## src/rtl/mc_main_control.sv

```systemverilog
// mc_main_control: multicycle MIPS main control FSM; define MC_ILLEGAL_TRAP_EN to trap illegal instructions in HALT
module mc_main_control #(
  parameter int STATE_W = 4,
  parameter int CNT_W   = 32
) (
  input  logic               clk,
  input  logic               rst_n,
  input  logic [5:0]         opcode,
  input  logic [5:0]         funct,
  input  logic               zero,
  output logic [3:0]         ALU_Control,
  output logic               ALUSrcA,
  output logic [1:0]         ALUSrcB,
  output logic               IorD,
  output logic               MemRead,
  output logic               MemWrite,
  output logic               IRWrite,
  output logic               RegWrite,
  output logic               MemtoReg,
  output logic               RegDst,
  output logic [1:0]         PCSource,
  output logic               pc_en,
  output logic               instr_done,
  output logic [CNT_W-1:0]   instr_count,
`ifdef MC_ILLEGAL_TRAP_EN
  output logic               illegal,
`endif
  output logic [STATE_W-1:0] state
);
  typedef enum logic [STATE_W-1:0] {
    FETCH    = STATE_W'(0),
    DECODE   = STATE_W'(1),
    MEM_ADDR = STATE_W'(2),
    MEM_RD   = STATE_W'(3),
    MEM_WB   = STATE_W'(4),
    MEM_WR   = STATE_W'(5),
    EXEC     = STATE_W'(6),
    R_WB     = STATE_W'(7),
    BRANCH   = STATE_W'(8),
    JUMP     = STATE_W'(9),
    ADDI_EX  = STATE_W'(10),
    ADDI_WB  = STATE_W'(11),
`ifdef MC_ILLEGAL_TRAP_EN
    HALT     = STATE_W'(12),
`endif
    IDLE     = STATE_W'(15)
  } state_t;
  localparam logic [3:0] ALU_AND = 4'b0000;
  localparam logic [3:0] ALU_OR  = 4'b0001;
  localparam logic [3:0] ALU_ADD = 4'b0010;
  localparam logic [3:0] ALU_SUB = 4'b0110;
  localparam logic [3:0] ALU_SLT = 4'b0111;
  localparam logic [3:0] ALU_NOR = 4'b1100;
`ifdef MC_ILLEGAL_TRAP_EN
  localparam state_t ILL_NXT    = HALT;
  localparam logic   RETIRE_ILL = 1'b0;
`else
  localparam state_t ILL_NXT    = FETCH;
  localparam logic   RETIRE_ILL = 1'b1;
`endif
  state_t     cur, nxt;
  logic       is_lw, is_sw, legal_op, legal_fn;
  logic [3:0] fn_alu;
  assign is_lw    = opcode == 6'h23;
  assign is_sw    = opcode == 6'h2B;
  assign legal_op = opcode inside {6'h00, 6'h23, 6'h2B, 6'h04, 6'h02, 6'h08};
  assign legal_fn = funct inside {6'h20, 6'h22, 6'h24, 6'h25, 6'h2A, 6'h27};
  assign fn_alu   = funct == 6'h22 ? ALU_SUB :
                    funct == 6'h24 ? ALU_AND :
                    funct == 6'h25 ? ALU_OR  :
                    funct == 6'h2A ? ALU_SLT :
                    funct == 6'h27 ? ALU_NOR : ALU_ADD;
  always_comb begin
    nxt         = IDLE;
    ALU_Control = ALU_ADD;
    ALUSrcA     = 1'b0;
    ALUSrcB     = 2'b00;
    IorD        = 1'b0;
    MemRead     = 1'b0;
    MemWrite    = 1'b0;
    IRWrite     = 1'b0;
    RegWrite    = 1'b0;
    MemtoReg    = 1'b0;
    RegDst      = 1'b0;
    PCSource    = 2'b00;
    pc_en       = 1'b0;
    instr_done  = 1'b0;
    case (cur)
      IDLE:     nxt = FETCH;
      FETCH: begin
        MemRead = 1'b1;
        IRWrite = 1'b1;
        ALUSrcB = 2'b01;
        pc_en   = 1'b1;
        nxt     = DECODE;
      end
      DECODE: begin
        ALUSrcB    = 2'b11;
        nxt        = opcode == 6'h00   ? EXEC     :
                     (is_lw || is_sw)  ? MEM_ADDR :
                     opcode == 6'h04   ? BRANCH   :
                     opcode == 6'h02   ? JUMP     :
                     opcode == 6'h08   ? ADDI_EX  : ILL_NXT;
        instr_done = !legal_op && RETIRE_ILL;
      end
      MEM_ADDR: begin
        ALUSrcA = 1'b1;
        ALUSrcB = 2'b10;
        nxt     = is_lw ? MEM_RD : MEM_WR;
      end
      MEM_RD: begin
        MemRead = 1'b1;
        IorD    = 1'b1;
        nxt     = MEM_WB;
      end
      MEM_WB: begin
        RegWrite   = 1'b1;
        MemtoReg   = 1'b1;
        instr_done = 1'b1;
        nxt        = FETCH;
      end
      MEM_WR: begin
        MemWrite   = 1'b1;
        IorD       = 1'b1;
        instr_done = 1'b1;
        nxt        = FETCH;
      end
      EXEC: begin
        ALUSrcA     = 1'b1;
        ALU_Control = fn_alu;
        nxt         = legal_fn ? R_WB : ILL_NXT;
        instr_done  = !legal_fn && RETIRE_ILL;
      end
      R_WB: begin
        RegWrite   = 1'b1;
        RegDst     = 1'b1;
        instr_done = 1'b1;
        nxt        = FETCH;
      end
      BRANCH: begin
        ALUSrcA     = 1'b1;
        ALU_Control = ALU_SUB;
        PCSource    = 2'b01;
        pc_en       = zero;
        instr_done  = 1'b1;
        nxt         = FETCH;
      end
      JUMP: begin
        PCSource   = 2'b10;
        pc_en      = 1'b1;
        instr_done = 1'b1;
        nxt        = FETCH;
      end
      ADDI_EX: begin
        ALUSrcA = 1'b1;
        ALUSrcB = 2'b10;
        nxt     = ADDI_WB;
      end
      ADDI_WB: begin
        RegWrite   = 1'b1;
        instr_done = 1'b1;
        nxt        = FETCH;
      end
`ifdef MC_ILLEGAL_TRAP_EN
      HALT:     nxt = HALT;
`endif
      default:  nxt = IDLE;
    endcase
  end
  always_ff @(posedge clk or negedge rst_n) begin
    if (!rst_n) begin
      cur         <= IDLE;
      instr_count <= '0;
    end else begin
      cur <= nxt;
      if (instr_done) instr_count <= instr_count + CNT_W'(1);
    end
  end
  assign state = cur;
`ifdef MC_ILLEGAL_TRAP_EN
  assign illegal = cur == HALT;
`endif
endmodule

```

## config.mk

```make
export PLATFORM = sky130hd
export DESIGN_NAME = mc_main_control
export DESIGN_NICKNAME = d
export VERILOG_FILES = /design/src/rtl/mc_main_control.sv
export SDC_FILE = /design/constraint.sdc
export NUM_CORES = 1
export LEC_CHECK = 0
export CORE_AREA = 2 2 77 79
export CTS_BUF_LIST = sky130_fd_sc_hd__clkbuf_16
export CTS_CLUSTER_SIZE = 10
export DETAILED_ROUTE_END_ITERATION = 8
export DIE_AREA = 0 0 79 81
export DONT_BUFFER_PORTS = 1
export MAX_ROUTING_LAYER = met4
export PLACE_DENSITY_LB_ADDON = 0.2
export SLEW_MARGIN = 25
export SYNTH_ARGS = -nofsm -noshare
export SYNTH_HDL_FRONTEND = slang
export SYNTH_SLANG_ARGS = --single-unit
```

## constraint.sdc

```tcl
create_clock -name clk -period 1.95 [get_ports clk]
set_input_delay 0.195 -clock clk [delete_from_list [all_inputs] [get_ports clk]]
set_output_delay 0.195 -clock clk [all_outputs]
set_load 0.02 [all_outputs]
```

==> impl_metrics.csv <==
group,metric,value,unit
global_routing,grt_antenna_before_repair,0,
die,row_count,28,
final_layout,layout-drive-gt1-share,0.285,
placement,globalplace.congestion,0.800,
sta,finalSetupViolations,0,
yosys,synth_area,0.00215,sq mm
final_layout,fillers,563,
sta,rsz0062_at_grt,"true",
global_routing,grt_pass1_wl,8320,um
yosys,seq_area_frac_synth,0.422,
critical_path,r2r_slack,150,ps
routing,wirelength,5170,um
power,p_leak,1.23,nW
final_layout,stdcell_count,349,
sta,setup_ws,63.0,ps
sta,tightest_slew,394,ps
power,max-vdd-ir-drop,0.507,mV
critical_path,required,1750,ps
die,coreArea,0.00568,sq mm
yosys,avgSynthCellArea,9.50,sq um
clocking,clkTransAtPathRegs,50,ps
critical_path,startpoint,"state[0]",
critical_path,path_max_fanout,7,
die,die_area,0.00640,sq mm
critical_path,crit_type,"register to output pin",
critical_path,crit_path_end,"instr_done",
run_status,status,"finished clean",
routing,via_per_inst,5.27,
critical_path,crit_path_end_kind,"output pin",
final_layout,final_cell_mix,"49 x buf_4, 32 x dfrtp_1, 30 x xnor2_1",
clocking,cts_num_sinks,36,
global_routing,grt_overflow,0,
sta,slew_viol_final,0,
placement,hpwlAfterDp,3750,um
global_routing,track_usage,0.170,
global_routing,grt_pass1_vias,1741,
clocking,cts.htree.levels,2,
routing,dr_total_vias,1839,
die,initial_core_util,0.378,
clocking,clock_path_buffers,2,
placement,post-place-cells,333,
critical_path,start_kind,"register",
die,die_h,81,um
power,switching_share,0.355,
power,clkPwrFrac,0.256,
power,p_sw,1.03,mW
routing,firstDrtPassIters,4,
routing,first_iter_violations,102,
power,p_int,1.88,mW
placement,pre_cts_slack,-2.29,ps
die,pin_count,69,
critical_path,r2r_cells,7,
yosys,yosysTopAreaCell,"dfrtp_1",
sta,hold_viol,0,
routing,wl_per_cell,14.8,um
global_routing,grt_max_degree,37,
power,total_power,2.91,mW
routing,antenna_left,0,
yosys,synthFlopType,"dfrtp_1",
yosys,syn_nets,242,
power,seq_power_share,0.318,
critical_path,timing.rr.end,"instr_count[1]",
routing,drc,0,
critical_path,r2r-start,"state[3]",
clocking,worstSkewPairLatency,270,ps
yosys,netlist.area_leader.share,0.373,
clocking,cts_tree,"yes",
power,powerDensity,1030,mW/mm^2
yosys,synth-seq-cells,36,
final_layout,syn_to_final_growth,31.1,%
final_layout,antenna_cells,0,
final_layout,mostFrequentLayoutCell,"buf_4",
sta,final.setup.tns,0,ps
sta,min_period,1890,ps
yosys,synth-edff-count,0,
yosys,syn_inst,226,
hold_path,hold_class,"input port to register",
die,dieWidth,79,um
sta,fmax,530,MHz
sta,hold_ws,154,ps
run,max_cap_violations,0,
yosys,synth_area_leaders,"dfrtp_1 37%, xnor2_1 12%, nand4_1 5.0%",
sta,fin_skew,3.63,ps
critical_path,crit_arrival,1690,ps
yosys,yosysWarnings,0,
sta,post-route-period-util,0.968,
power,pwr-share-comb,0.426,
clocking,cts_made_buffers,5,
sta,slew_headroom,0.736,
clocking,clock-root-buffer,"clkbuf_16",
yosys,synth_cell_types,44,
yosys,ys_async_sr_fraction,1.00,
final_layout,nets,289,
placement,portBuffers,0,
## power groups by stage
stage | sequential, mW | combinational (mW) | clock [mW]
floorplan | 1.05 | 0.595 | 0
global placement | 0.930 | 1.11 | 0
detailed placement | 0.936 | 1.12 | 0
CTS | 0.925 | 1.16 | 0.769
global route | 0.936 | 1.34 | 0.817
finish | 0.925 | 1.24 | 0.745
## how the worst min path moves through the flow
stage          slack [ps]      start              to  cells past startpoint
2_1_floorplan        -100      rst_n  instr_count[0]                      0
3_3_place_gp         -100      rst_n  instr_count[3]                      0
3_5_place_dp         -100      rst_n  instr_count[3]                      0
4_1_cts               150  opcode[4]        state[1]                      3
5_1_grt               200  opcode[5]        state[2]                      3
6_report              150  opcode[4]        state[1]                      3
## routing by layer
layer / GRT usage / vias to the layer above / wire length [um] / part of all wire
met3: 0.0600 / 2 / 346 / 0.067
met1: 0.233 / 894 / 2460 / 0.47
li1: - / 899 / - / -
met4: 0.0414 / 0 / 27 / 0.0052
met5: - / - / 0 / 0
met2: 0.242 / 44 / 2340 / 0.45
## area by class of cell
class                   instances  area [sq um]  share of cell area
clock buffers                   5           125              0.0444
clock inverters                 3          12.5             0.00444
inverters                       5          18.8             0.00667
multi-input cells             171          1210               0.430
flip-flops and latches         36           906               0.322
well taps                      75          93.8              0.0333
repair buffers                 54           449               0.160
## cell usage after synthesis (3+ instances only)
cell type	n
a21oi_1	4
and2_1	5
and3_1	10
and4_1	5
buf_2	4
clkbuf_1	7
dfrtp_1	32
dfstp_2	4
inv_1	5
nand2_1	16
nand2b_1	7
nand3_1	11
nand4_1	17
nand4b_1	4
nor2_1	13
nor2b_1	3
nor3_1	7
nor4_1	4
o21a_1	3
o21ai_0	6
xnor2_1	30
xor2_1	3
## cells by family after synthesis
group | synth area share
buffers and inverters | 0.0425
xor gates and xnor gates | 0.135
DFF | 0.422
AOI/OAI and AO/OA | 0.0991
adders and majority gates | 0.00583
muxes | 0.00699
and+or+nand+nor | 0.289
## registers in the layout (all words and copies together), names as in the netlist
signal	cells
instr_count	32
state	4
## stage by stage
step	utilization	cell area (sq um)
2_1_floorplan	-	2150
3_3_place_gp	0.447	2540
3_5_place_dp	0.447	2540
4_1_cts	0.481	2730
6_report	0.496	2820
5_1_grt	0.496	2820
## worst max-delay path, stage by stage (launching register included)
cell      delay (ps)
dfstp_2          580
nand2b_4         190
a21bo_2          250
o211ai_4         110
buf_12           150
buf_4            130
## what timing repair did
item                       in CTS  in global routing
hold endpoints to repair       36                  0
setup buffers                   0                  6
gates resized for setup         6                  9
setup endpoints to repair       7                  8
hold buffers                    2                  0
pin swaps                       0                  1
(Power assumes the default switching activity.)
